**config.mk**
```make
export PLATFORM = sky130hd
export DESIGN_NAME = frog_game_ctrl_flat
export DESIGN_NICKNAME = d
export VERILOG_FILES = /design/src/rtl/frog_pkg.sv /design/src/rtl/frog_game_ctrl_if.sv /design/src/rtl/frog_lane_div.sv /design/src/rtl/frog_game_ctrl.sv /design/src/flat_wrapper.sv
export SDC_FILE = /design/constraint.sdc
export NUM_CORES = 1
export LEC_CHECK = 0
export CAP_MARGIN = 15
export CORE_ASPECT_RATIO = 1.1
export CORE_MARGIN = 8
export CORE_UTILIZATION = 60
export CTS_CLUSTER_DIAMETER = 200
export DETAILED_ROUTE_END_ITERATION = 6
export PLACE_DENSITY_LB_ADDON = 0.08
export REMOVE_ABC_BUFFERS = 1
export SYNTH_ARGS = -nofsm -noshare
export SYNTH_HDL_FRONTEND = slang
export SYNTH_SLANG_ARGS = --single-unit
```
**constraint.sdc**
```tcl
create_clock -name CLK -period 8.85 [get_ports CLK]
set_input_delay 0.885 -clock CLK [delete_from_list [all_inputs] [get_ports CLK]]
set_output_delay 0.885 -clock CLK [all_outputs]
set_load 0.01 [all_outputs]
```
**src/rtl/frog_pkg.sv**
```systemverilog
// Shared definitions for the frog game controller: state encoding, screen
// geometry, spawn point, per-lane car dividers and signal widths.
package frog_pkg;

  localparam int unsigned H_DISPLAY     = 640;
  localparam int unsigned V_DISPLAY     = 480;
  localparam int unsigned PLAYER_WIDTH  = 32;
  localparam int unsigned PLAYER_HEIGHT = 32;

  // Largest legal top-left coordinates keeping the player fully on screen.
  localparam int unsigned X_MAX = H_DISPLAY - PLAYER_WIDTH;
  localparam int unsigned Y_MAX = V_DISPLAY - PLAYER_HEIGHT;

  localparam int unsigned SPAWN_X = 304;
  localparam int unsigned SPAWN_Y = 448;

  localparam int unsigned POS_W     = 10;
  localparam int unsigned LANES     = 4;
  localparam int unsigned LIVES_W   = 2;
  localparam int unsigned LEVEL_W   = 3;
  localparam int unsigned STATE_W   = 3;
  localparam int unsigned TIME_W    = 11;
  localparam int unsigned DIV_W     = 4;
  localparam int unsigned TIME_LOAD = 1800;

  typedef enum logic [STATE_W-1:0] {
    ST_ATTRACT  = 3'd0,
    ST_PLAY     = 3'd1,
    ST_HIT      = 3'd2,
    ST_LEVEL_UP = 3'd3,
    ST_OVER     = 3'd4
  } state_t;

  // Base frame divider per lane; higher levels shorten the period.
  localparam logic [DIV_W-1:0] LANE_DIV [LANES] = '{4'd4, 4'd6, 4'd3, 4'd5};

  // Lane period at a given level: max(1, div - level).
  function automatic logic [DIV_W-1:0] lane_period(input logic [DIV_W-1:0] div,
                                                   input logic [LEVEL_W-1:0] level);
    logic [DIV_W-1:0] lvl;
    lvl = DIV_W'(level);
    return (div > lvl + DIV_W'(1)) ? div - lvl : DIV_W'(1);
  endfunction

endpackage

```
**src/rtl/frog_game_ctrl_if.sv**
```systemverilog
// Frog game controller bus: frame tick, switches and collision flag in;
// player position, car strobes, lives/level/state and timer out.
//   slave  : controller side (inputs from renderer/board, outputs to renderer)
//   master : environment side (drives inputs, observes outputs)
interface frog_game_ctrl_if;
  import frog_pkg::*;

  logic                 FRAME_TICK;
  logic                 SW1;
  logic                 SW2;
  logic                 SW3;
  logic                 SW4;
  logic                 COLLIDE;
  logic [POS_W-1:0]     PLAYER_X;
  logic [POS_W-1:0]     PLAYER_Y;
  logic [LANES-1:0]     CAR_STEP;
  logic [LIVES_W-1:0]   LIVES;
  logic [LEVEL_W-1:0]   LEVEL;
  logic [STATE_W-1:0]   STATE;
  logic [TIME_W-1:0]    TIME_LEFT;

  modport slave (
    input  FRAME_TICK, SW1, SW2, SW3, SW4, COLLIDE,
    output PLAYER_X, PLAYER_Y, CAR_STEP, LIVES, LEVEL, STATE, TIME_LEFT
  );

  modport master (
    output FRAME_TICK, SW1, SW2, SW3, SW4, COLLIDE,
    input  PLAYER_X, PLAYER_Y, CAR_STEP, LIVES, LEVEL, STATE, TIME_LEFT
  );

endinterface

```
**src/rtl/frog_lane_div.sv**
```systemverilog
// One car lane frame divider. Counts FRAME_TICKs while running and emits a
// one-cycle step strobe in the cycle after the tick on which it expires.
//   clk, rst_n  : clock, async active-low reset
//   frame_tick  : start-of-vblank pulse
//   run         : advance the divider on this tick
//   reload      : load the period on this tick (entry to play)
//   period      : current reload period (>= 1)
//   step        : registered advance strobe
module frog_lane_div
  import frog_pkg::*;
(
  input  logic             clk,
  input  logic             rst_n,
  input  logic             frame_tick,
  input  logic             run,
  input  logic             reload,
  input  logic [DIV_W-1:0] period,
  output logic             step
);

  logic [DIV_W-1:0] cnt_q;

  // Divider: count holds unless running; strobe lasts a single cycle.
  always_ff @(posedge clk or negedge rst_n) begin
    if (!rst_n) begin
      cnt_q <= '0;
      step  <= 1'b0;
    end else begin
      step <= 1'b0;
      if (frame_tick) begin
        if (reload) begin
          cnt_q <= period;
        end else if (run) begin
          if (cnt_q <= DIV_W'(1)) begin
            step  <= 1'b1;
            cnt_q <= period;
          end else begin
            cnt_q <= cnt_q - DIV_W'(1);
          end
        end
      end
    end
  end

endmodule

```
**src/rtl/frog_game_ctrl.sv**
```systemverilog
// Frog game controller: game FSM, player movement with clamping and move
// hold-off, collision latch, lives/level bookkeeping and per-lane car dividers.
// All state changes happen on FRAME_TICK cycles.
//   CLK, RST_N : clock, async active-low reset
//   bus        : frog_game_ctrl_if.slave (FRAME_TICK, SW1..SW4, COLLIDE in;
//                PLAYER_X/Y, CAR_STEP, LIVES, LEVEL, STATE, TIME_LEFT out)
// Optional feature macro: FROG_TIMER_EN (per-life frame timer; timeout acts
// as a collision). Without it TIME_LEFT is tied to 0.
module frog_game_ctrl
  import frog_pkg::*;
#(
  parameter int unsigned STEP        = 32,
  parameter int unsigned MOVE_HOLD   = 8,
  parameter int unsigned START_LIVES = 3,
  parameter int unsigned HIT_FRAMES  = 60,
  parameter int unsigned LVL_FRAMES  = 30
) (
  input logic               CLK,
  input logic               RST_N,
  frog_game_ctrl_if.slave   bus
);

  localparam int unsigned MV_W   = (MOVE_HOLD > 1) ? $clog2(MOVE_HOLD) : 1;
  localparam int unsigned PH_MAX = (HIT_FRAMES > LVL_FRAMES) ? HIT_FRAMES : LVL_FRAMES;
  localparam int unsigned PH_W   = (PH_MAX > 1) ? $clog2(PH_MAX) : 1;

  localparam logic [POS_W-1:0] STEP_V    = POS_W'(STEP);
  localparam logic [POS_W-1:0] X_MAX_V   = POS_W'(X_MAX);
  localparam logic [POS_W-1:0] Y_MAX_V   = POS_W'(Y_MAX);
  localparam logic [POS_W-1:0] SPAWN_X_V = POS_W'(SPAWN_X);
  localparam logic [POS_W-1:0] SPAWN_Y_V = POS_W'(SPAWN_Y);

  state_t             state_q, state_d;
  logic [POS_W-1:0]   px_q, px_d, py_q, py_d;
  logic [LIVES_W-1:0] lives_q, lives_d;
  logic [LEVEL_W-1:0] level_q, level_d;
  logic [MV_W-1:0]    mv_q, mv_d;
  logic [PH_W-1:0]    ph_q, ph_d;
  logic               hit_q, hit_d;
  logic               rel_q, rel_d;
`ifdef FROG_TIMER_EN
  logic [TIME_W-1:0]  time_q, time_d;
`endif

  logic               sw_any, hit_now, timeout, moved, enter_play;
  logic               lane_run, lane_reload;
  logic [LANES-1:0]   car_step;

  assign sw_any = bus.SW1 | bus.SW2 | bus.SW3 | bus.SW4;

  // State and datapath registers.
  always_ff @(posedge CLK or negedge RST_N) begin
    if (!RST_N) begin
      state_q <= ST_ATTRACT;
      px_q    <= SPAWN_X_V;
      py_q    <= SPAWN_Y_V;
      lives_q <= '0;
      level_q <= '0;
      mv_q    <= '0;
      ph_q    <= '0;
      hit_q   <= 1'b0;
      rel_q   <= 1'b0;
`ifdef FROG_TIMER_EN
      time_q  <= '0;
`endif
    end else begin
      state_q <= state_d;
      px_q    <= px_d;
      py_q    <= py_d;
      lives_q <= lives_d;
      level_q <= level_d;
      mv_q    <= mv_d;
      ph_q    <= ph_d;
      hit_q   <= hit_d;
      rel_q   <= rel_d;
`ifdef FROG_TIMER_EN
      time_q  <= time_d;
`endif
    end
  end

  // Next-state, movement and bookkeeping.
  always_comb begin
    state_d    = state_q;
    px_d       = px_q;
    py_d       = py_q;
    lives_d    = lives_q;
    level_d    = level_q;
    mv_d       = mv_q;
    ph_d       = ph_q;
    hit_d      = hit_q;
    rel_d      = rel_q;
    moved      = 1'b0;
    enter_play = 1'b0;
`ifdef FROG_TIMER_EN
    time_d     = time_q;
    timeout    = (state_q == ST_PLAY) && (time_q == TIME_W'(1));
`else
    timeout    = 1'b0;
`endif
    // A collision on the tick cycle itself still counts for that tick.
    hit_now = hit_q | ((state_q == ST_PLAY) & bus.COLLIDE);

    if (!bus.FRAME_TICK) begin
      hit_d = hit_now;
    end else begin
      hit_d = 1'b0;
      case (state_q)
        ST_ATTRACT: begin
          if (sw_any) begin
            state_d    = ST_PLAY;
            lives_d    = LIVES_W'(START_LIVES);
            level_d    = '0;
            enter_play = 1'b1;
          end
        end
        ST_PLAY: begin
`ifdef FROG_TIMER_EN
          time_d = (time_q != '0) ? time_q - TIME_W'(1) : '0;
`endif
          // Collision outranks reaching the top and suppresses the move.
          if (hit_now || timeout) begin
            state_d = ST_HIT;
            lives_d = lives_q - LIVES_W'(1);
            ph_d    = PH_W'(HIT_FRAMES - 1);
          end else if (py_q == '0) begin
            state_d = ST_LEVEL_UP;
            ph_d    = PH_W'(LVL_FRAMES - 1);
          end else if (mv_q != '0) begin
            mv_d = mv_q - MV_W'(1);
          end else if (sw_any) begin
            // Highest-priority switch only; a clamped move leaves move_cnt at 0.
            if (bus.SW1) begin
              if (py_q >= STEP_V) begin
                py_d  = py_q - STEP_V;
                moved = 1'b1;
              end
            end else if (bus.SW2) begin
              if ({1'b0, py_q} + {1'b0, STEP_V} <= {1'b0, Y_MAX_V}) begin
                py_d  = py_q + STEP_V;
                moved = 1'b1;
              end
            end else if (bus.SW3) begin
              if (px_q >= STEP_V) begin
                px_d  = px_q - STEP_V;
                moved = 1'b1;
              end
            end else begin
              if ({1'b0, px_q} + {1'b0, STEP_V} <= {1'b0, X_MAX_V}) begin
                px_d  = px_q + STEP_V;
                moved = 1'b1;
              end
            end
            if (moved) mv_d = MV_W'(MOVE_HOLD - 1);
          end
        end
        ST_HIT: begin
          if (ph_q != '0) begin
            ph_d = ph_q - PH_W'(1);
          end else if (lives_q == '0) begin
            state_d = ST_OVER;
            rel_d   = 1'b0;
          end else begin
            state_d    = ST_PLAY;
            enter_play = 1'b1;
          end
        end
        ST_LEVEL_UP: begin
          if (ph_q != '0) begin
            ph_d = ph_q - PH_W'(1);
          end else begin
            if (level_q != '1) level_d = level_q + LEVEL_W'(1);
            state_d    = ST_PLAY;
            enter_play = 1'b1;
          end
        end
        ST_OVER: begin
          // Require an all-released tick before a press returns to attract.
          if (!rel_q) begin
            if (!sw_any) rel_d = 1'b1;
          end else if (sw_any) begin
            state_d = ST_ATTRACT;
            rel_d   = 1'b0;
          end
        end
        default: state_d = ST_ATTRACT;
      endcase

      if (enter_play) begin
        px_d = SPAWN_X_V;
        py_d = SPAWN_Y_V;
        mv_d = '0;
`ifdef FROG_TIMER_EN
        time_d = TIME_W'(TIME_LOAD);
`endif
      end
    end
  end

  // Lanes advance only on ticks that stay in play; reload uses the new level.
  assign lane_run    = bus.FRAME_TICK && (state_q == ST_PLAY) && (state_d == ST_PLAY);
  assign lane_reload = bus.FRAME_TICK && enter_play;

  for (genvar k = 0; k < LANES; k++) begin : g_lane
    logic [DIV_W-1:0] period;
    assign period = lane_period(LANE_DIV[k], level_d);

    frog_lane_div u_div (
      .clk        (CLK),
      .rst_n      (RST_N),
      .frame_tick (bus.FRAME_TICK),
      .run        (lane_run),
      .reload     (lane_reload),
      .period     (period),
      .step       (car_step[k])
    );
  end

  assign bus.PLAYER_X = px_q;
  assign bus.PLAYER_Y = py_q;
  assign bus.CAR_STEP = car_step;
  assign bus.LIVES    = lives_q;
  assign bus.LEVEL    = level_q;
  assign bus.STATE    = state_q;
`ifdef FROG_TIMER_EN
  assign bus.TIME_LEFT = time_q;
`else
  assign bus.TIME_LEFT = '0;
`endif

endmodule

```
**src/flat_wrapper.sv**
```systemverilog
// flat-port wrapper written by rule: the top's interface ports become plain ports
module frog_game_ctrl_flat import frog_pkg::*;
#(
  parameter int unsigned STEP        = 32,
  parameter int unsigned MOVE_HOLD   = 8,
  parameter int unsigned START_LIVES = 3,
  parameter int unsigned HIT_FRAMES  = 60,
  parameter int unsigned LVL_FRAMES  = 30
)
  (CLK, RST_N, bus_FRAME_TICK, bus_SW1, bus_SW2, bus_SW3, bus_SW4, bus_COLLIDE, bus_PLAYER_X, bus_PLAYER_Y, bus_CAR_STEP, bus_LIVES, bus_LEVEL, bus_STATE, bus_TIME_LEFT);
  frog_game_ctrl_if bus_i ();
  input logic CLK;
  input logic RST_N;
  input wire logic [$bits(bus_i.FRAME_TICK)-1:0] bus_FRAME_TICK;
  input wire logic [$bits(bus_i.SW1)-1:0] bus_SW1;
  input wire logic [$bits(bus_i.SW2)-1:0] bus_SW2;
  input wire logic [$bits(bus_i.SW3)-1:0] bus_SW3;
  input wire logic [$bits(bus_i.SW4)-1:0] bus_SW4;
  input wire logic [$bits(bus_i.COLLIDE)-1:0] bus_COLLIDE;
  output wire logic [$bits(bus_i.PLAYER_X)-1:0] bus_PLAYER_X;
  output wire logic [$bits(bus_i.PLAYER_Y)-1:0] bus_PLAYER_Y;
  output wire logic [$bits(bus_i.CAR_STEP)-1:0] bus_CAR_STEP;
  output wire logic [$bits(bus_i.LIVES)-1:0] bus_LIVES;
  output wire logic [$bits(bus_i.LEVEL)-1:0] bus_LEVEL;
  output wire logic [$bits(bus_i.STATE)-1:0] bus_STATE;
  output wire logic [$bits(bus_i.TIME_LEFT)-1:0] bus_TIME_LEFT;
  assign bus_i.FRAME_TICK = bus_FRAME_TICK;
  assign bus_i.SW1 = bus_SW1;
  assign bus_i.SW2 = bus_SW2;
  assign bus_i.SW3 = bus_SW3;
  assign bus_i.SW4 = bus_SW4;
  assign bus_i.COLLIDE = bus_COLLIDE;
  assign bus_PLAYER_X = bus_i.PLAYER_X;
  assign bus_PLAYER_Y = bus_i.PLAYER_Y;
  assign bus_CAR_STEP = bus_i.CAR_STEP;
  assign bus_LIVES = bus_i.LIVES;
  assign bus_LEVEL = bus_i.LEVEL;
  assign bus_STATE = bus_i.STATE;
  assign bus_TIME_LEFT = bus_i.TIME_LEFT;
  frog_game_ctrl #(.STEP(STEP), .MOVE_HOLD(MOVE_HOLD), .START_LIVES(START_LIVES), .HIT_FRAMES(HIT_FRAMES), .LVL_FRAMES(LVL_FRAMES)) u_core (.CLK(CLK), .RST_N(RST_N), .bus(bus_i));
endmodule
```
==> metrics.yaml, run 1 <==
finalSetupViolCount: 0
route.final.wire_length_mm: 8.69
clock_skew_ps: 6.97
ant_nets: 0
syn2layout_area_growth_pct: 9.00
n_antenna_cell: 0
synthArstFlopShare_pct: 100
ys_ff_latch: 50
fmax_mhz: 254
worstSetupStartpointType: "input pin"
highest_layer: "met4"
grt_overflow_total: 0
synth_seq_area_share_pct: 33.3
syn_area_per_cell_um2: 8.88
cp_slowest_cell: "nor4_1"
synthTopCellsByArea: "dfrtp_1 29%, ha_1 8.9%, buf_4 4.8%"
dp.cells: 519
relSlewSlack_pct: 31.9
worst_hold_path_type: "reg -> reg"
h-tree-depth: 2
grt_pass1_wl_mm: 14.7
dieWidth_um: 91.7
cts_tree: "yes"
tns_ps: 0
drc_errors: 0
hpwl_mm: 6.21
antenna_found_initial: 0
hold_buffers: 0
cts_setup_buffers: 0
finalCriticalPeriod_ps: 3930
grt_usage_pct: 19.1
drt-initial-drc-count: 192
io_pins: 51
crit_type: "in -> reg"
m1WireLength_mm: 3.88
cts_buffers: 5
stdcell_count: 527
netlist_area_um2: 3780
synthMuxAreaShare_pct: 4.66
final_util_pct: 67.4
fp.dieArea_um2: 9100
viasPerCell: 5.99
fillers: 508
path_clk_slew_ps: 100
crit_chain: "clkdlybuf4s50_1, nor4_1, o41ai_1, mux2_2, inv_1, ha_1, o21bai_1, mux2i_1, or4_1, a22oi_2"
synth-edff-count: 0
fin_crit_sh_pct: 44.5
cts_sinks: 50
total_power_mw: 1.14
place_ws_ps: 4620
path_delay_family: "simple AND/OR/NAND/NOR gates"
ctsResizeCount: 0
rows: 30
ir_drop_uv: 150
synth_fa_ha_area_share_pct: 8.93
seq_area_um2: 1260
cts_root_buf: "clkbuf_8"
outcome: "finished, final reports clean"
yosys_warnings: 0
leakage_nw: 1.83
power_density_nw_per_um2: 276
coreArea_um2: 6120
layout-drive-gt1-share_pct: 7.83
synthCells: 426
gp_congestion: 0.854
port_buffers: 30
grt_max_degree: 51
endpoint_kind: "flop"
synthSimpleGateAreaFrac_pct: 22.3
grt_pass1_vias: 3057
final_nets: 481
synth_top_family_by_area: "simple AND/OR/NAND/NOR gates"
met2RoutedLength_mm: 4.19
hold_viol_final: 0
die_y_um: 99.3
synthFlopType: "dfrtp_1"
path_buf_inv: 2
start_util_pct: 61.8
synth_cell_types: 73
netlist.area_leader.share_pct: 29.1
slew_violations: 0
vias: 3155
multiInputGateArea_um2: 2250
path_max_fanout: 12
max-clock-path-buffers: 2
clk_latency_ps: 310
yosys-top-cells-count: "44 x dfrtp_1, 44 x nor2_1, 27 x ha_1, 27 x inv_1, 26 x nand2_1"
required_ps: 9090
critPathMaxStageDelay_ps: 730
synth_compound_area_share_pct: 20.3
worstPathArrival_ps: 4170
wl_per_cell_um: 16.5
drt_first_pass_iters: 4
wl_met3_um: 522
synth_xor_area_share_pct: 1.16
rsz0062_at_grt: "no"
synth_top_cell_by_area: "dfrtp_1"
setup_ws_ps: 4920
max-cap-violations: 0
tightest_slew_ps: 1020
final timing paths:
path                                startpoint                         endpoint  slack [ps]  depth (start not counted)
worst max-delay path                   bus_SW1  u_core.g_lane[3].u_div.cnt_q[1]        4920                         10
worst min-delay path            u_core.mv_q[1]                   u_core.mv_q[1]         500                          1
worst max register to register  u_core.ph_q[0]  u_core.g_lane[3].u_div.cnt_q[1]        5440                         11
worst min register to register  u_core.mv_q[1]                   u_core.mv_q[1]         500                          1
max in group asynchronous                RST_N  u_core.g_lane[1].u_div.cnt_q[0]        7760                          2
min in group asynchronous                RST_N           u_core.bus.PLAYER_X[6]         670                          2
flip-flops by register name, indices dropped and copies added, names as in the netlist:
register and flops:
u_core.g_lane.u_div.step 4, u_core.mv_q 3, u_core.hit_q 1, u_core.bus.LIVES 2
u_core.bus.PLAYER_X 6, u_core.g_lane.u_div.cnt_q 16, u_core.rel_q 1, u_core.bus.PLAYER_Y 5
u_core.bus.STATE 3, u_core.ph_q 6, u_core.bus.LEVEL 3
layer usage:
layer | vias to the layer above | track usage [%]
met5 | - | 0
met4 | 0 | 5.58
met3 | 10 | 4.14
met2 | 86 | 31.7
met1 | 1513 | 24.3
li1 | 1546 | -
power by group:
part | internal [mW] | switching (mW)
clock | 0.0849 | 0.0834
combinational | 0.243 | 0.324
sequential | 0.307 | 0.0940
layout make-up:
type / count / area share (%)
Inverter: 27 / 2.46
Multi-Input combinational cell: 331 / 54.5
Clock inverter: 3 / 1.06
Tap cell: 80 / 2.43
Clock buffer: 5 / 1.67
Sequential cell: 50 / 30.5
Timing Repair Buffer: 31 / 7.34
layout by cell type, fill, tap and decap left out, drive strengths merged, types with 5 or more instances in the layout:
cell type / instances
nor4: 7
nand2b: 12
conb: 20
nand3: 10
and2: 5
mux2: 5
a21oi: 18
clkdlybuf4s50: 29
a21o: 6
ha: 27
dfstp: 6
clkbuf: 5
nor3: 16
o21ai: 24
nand2: 26
mux2i: 12
nor2: 44
dfrtp: 44
nor2b: 5
inv: 28
a31oi: 8
per-stage QoR:
step                      cell area [um2]  hold slack, ps
after floorplan                      3610             458
after global placement               4010             476
after detailed placement             4010             483
after CTS                            4120             507
after global routing                 4120             542
final                                4120             504
cell families (layout without fill, tap and decap cells):
logic type	count (synthesis)	after routing
other cells	1	20
compound gates	106	106
xor+xnor	5	5
fa+ha+maj	27	27
flops	50	50
buf+inv	64	66
simple gates	156	156
mux	17	17
Note: power is estimated with default switching activity, not from simulation.
==> run 2, diff against run 1 <==
--- a/config.mk
+++ b/config.mk
@@ -8,7 +8,7 @@
 export CAP_MARGIN = 15
 export CORE_ASPECT_RATIO = 1.1
 export CORE_MARGIN = 8
-export CORE_UTILIZATION = 60
+export CORE_UTILIZATION = 51
 export CTS_CLUSTER_DIAMETER = 200
 export DETAILED_ROUTE_END_ITERATION = 6
 export PLACE_DENSITY_LB_ADDON = 0.08
==> constraint.sdc (replaced) <==
create_clock -name CLK -period 3.4 [get_ports CLK]
set_input_delay 0.34 -clock CLK [delete_from_list [all_inputs] [get_ports CLK]]
set_output_delay 0.34 -clock CLK [all_outputs]
set_load 0.01 [all_outputs]
==> run 2 against run 1 <==
  * Die area grew 15%
  * Combinational power rose to 2.7 times the previous value
  * Clock skew rose by 2.4 ps
  * Utilization shrank 9.2 points
  * Hold slack worse by 370 ps
  * Non-clock buffer count grew 15
  * Power increased to 2.6 times the previous value
  * Flip-flop and latch count is the same
  * Wire length up 2.9%
==> metrics.yaml, run 2 (synthesis gave the netlist of run 1 again) <==
outcome: "finished, final reports clean"
tightest_slew_ps: 825
r2r_start: "u_core.ph_q[0]"
startpoint: "u_core.ph_q[0]"
max-clock-path-buffers: 2
h-tree-depth: 2
leakage_nw: 1.91
worstPathArrival_ps: 3310
path_clk_slew_ps: 100
slew_violations: 0
worst_r2r_endpoint: "u_core.g_lane[3].u_div.cnt_q[1]"
grt_pass1_vias: 3219
grt_max_degree: 51
fmax_mhz: 326
final_util_pct: 58.2
die_y_um: 106
grt_usage_pct: 17.8
drc_errors: 0
fin_crit_sh_pct: 90.2
worst_hold_path_type: "in -> async"
regMostFlops: "u_core.g_lane.u_div.cnt_q"
grt_pass1_wl_mm: 15.4
grt_overflow_total: 0
layout-drive-gt1-share_pct: 10.6
ctsResizeCount: 0
largest_reg_flops: 16
endpoint_kind: "flop"
cts_buffers: 5
drt-initial-drc-count: 159
clock_skew_ps: 9.37
route.final.wire_length_mm: 8.95
clk_latency_ps: 310
cts_tree: "yes"
hold_viol_final: 0
fp.dieArea_um2: 10400
vias: 3220
hold_buffers: 0
rr_worst_depth: 11
path_max_fanout: 7
cts_root_buf: "clkbuf_8"
rsz0062_at_grt: "no"
port_buffers: 30
placed_area_um2: 4130
relSlewSlack_pct: 43.6
dieWidth_um: 98.1
start_util_pct: 51.8
viasPerCell: 5.85
dp.cells: 541
final_area_um2: 4250
coreArea_um2: 7310
finalCriticalPeriod_ps: 3070
cts_setup_buffers: 0
io_pins: 51
ir_drop_uv: 366
worstSetupStartpointType: "flop"
mostFrequentLayoutCells: "44 x nor2_1, 44 x dfrtp_1, 29 x clkdlybuf4s50_1"
r2r_slack_ps: 330
final_nets: 496
wl_per_cell_um: 16.3
cts_sinks: 50
cp-endpoint: "u_core.g_lane[3].u_div.cnt_q[1]"
antenna_found_initial: 1
fillers: 670
required_ps: 3640
syn2layout_area_growth_pct: 12.4
drt_first_pass_iters: 4
ant_nets: 0
tns_ps: 0
gp_congestion: 0.872
stdcell_count: 550
finalSetupViolCount: 0
crit_type: "reg -> reg"
hpwl_mm: 6.67
power_density_nw_per_um2: 709
rows: 33
max-cap-violations: 0
[run 2: cell count changes in the layout (fill, tap and decap cells not counted), sizes merged]
cell / before / now
diode: 0 / 1
buf: 2 / 17
clkinv: 1 / 0
clkbuf: 5 / 7
inv: 28 / 27
[run 2: report_power, final]
group	internal, mW	switching [mW]
registers	0.799	0.217
logic	0.679	0.867
clock network	0.240	0.210
[run 2: layout make-up]
cell class                 count  area (um2)  share of cell area, %
antenna                        1        2.50                 0.0589
clock buffer                   7        86.3                   2.03
clock inverter                 1        30.0                  0.707
inverter                      27         101                   2.38
multi-input combinational    331        2250                   52.9
sequential                    50        1260                   29.6
tap                           87         109                   2.56
timing repair buffer          46         415                   9.77
[run 2: worst min-delay path by stage]
stage,cells past startpoint,start,endpoint
5_1_grt,2,RST_N,u_core.bus.PLAYER_X[6]
6_report,2,RST_N,u_core.bus.PLAYER_X[6]
4_1_cts,2,RST_N,u_core.g_lane[2].u_div.step
3_5_place_dp,1,u_core.mv_q[1],u_core.mv_q[1]
2_1_floorplan,0,RST_N,u_core.bus.LEVEL[0]
3_3_place_gp,1,u_core.mv_q[1],u_core.mv_q[1]
[run 2: layer usage]
metal	GRT usage, %	up-vias	wire length (um)
met2	30.7	69	4350
met4	5.80	0	104
met3	3.86	10	480
met5	0	-	0
met1	21.6	1564	4010
li1	-	1577	-
[run 2: critical path, stage by stage, from the launching register on]
cell,delay [ps]
dfrtp_1,420
inv_1,70
ha_1,170
nor3b_1,320
nand4b_1,240
mux2_2,400
ha_1,340
inv_1,70
o21ai_0,140
mux2i_1,150
or4_1,520
a22oi_2,130
[run 2: through the flow]
step           setup slack (ps)  total power [mW]  hold WS [ps]
6_report                    332              3.01           134
3_3_place_gp                162              2.53           469
5_1_grt                    76.3              3.29           192
4_1_cts                     331              3.02           170
2_1_floorplan               518              2.07          44.4
3_5_place_dp                118              2.56           480
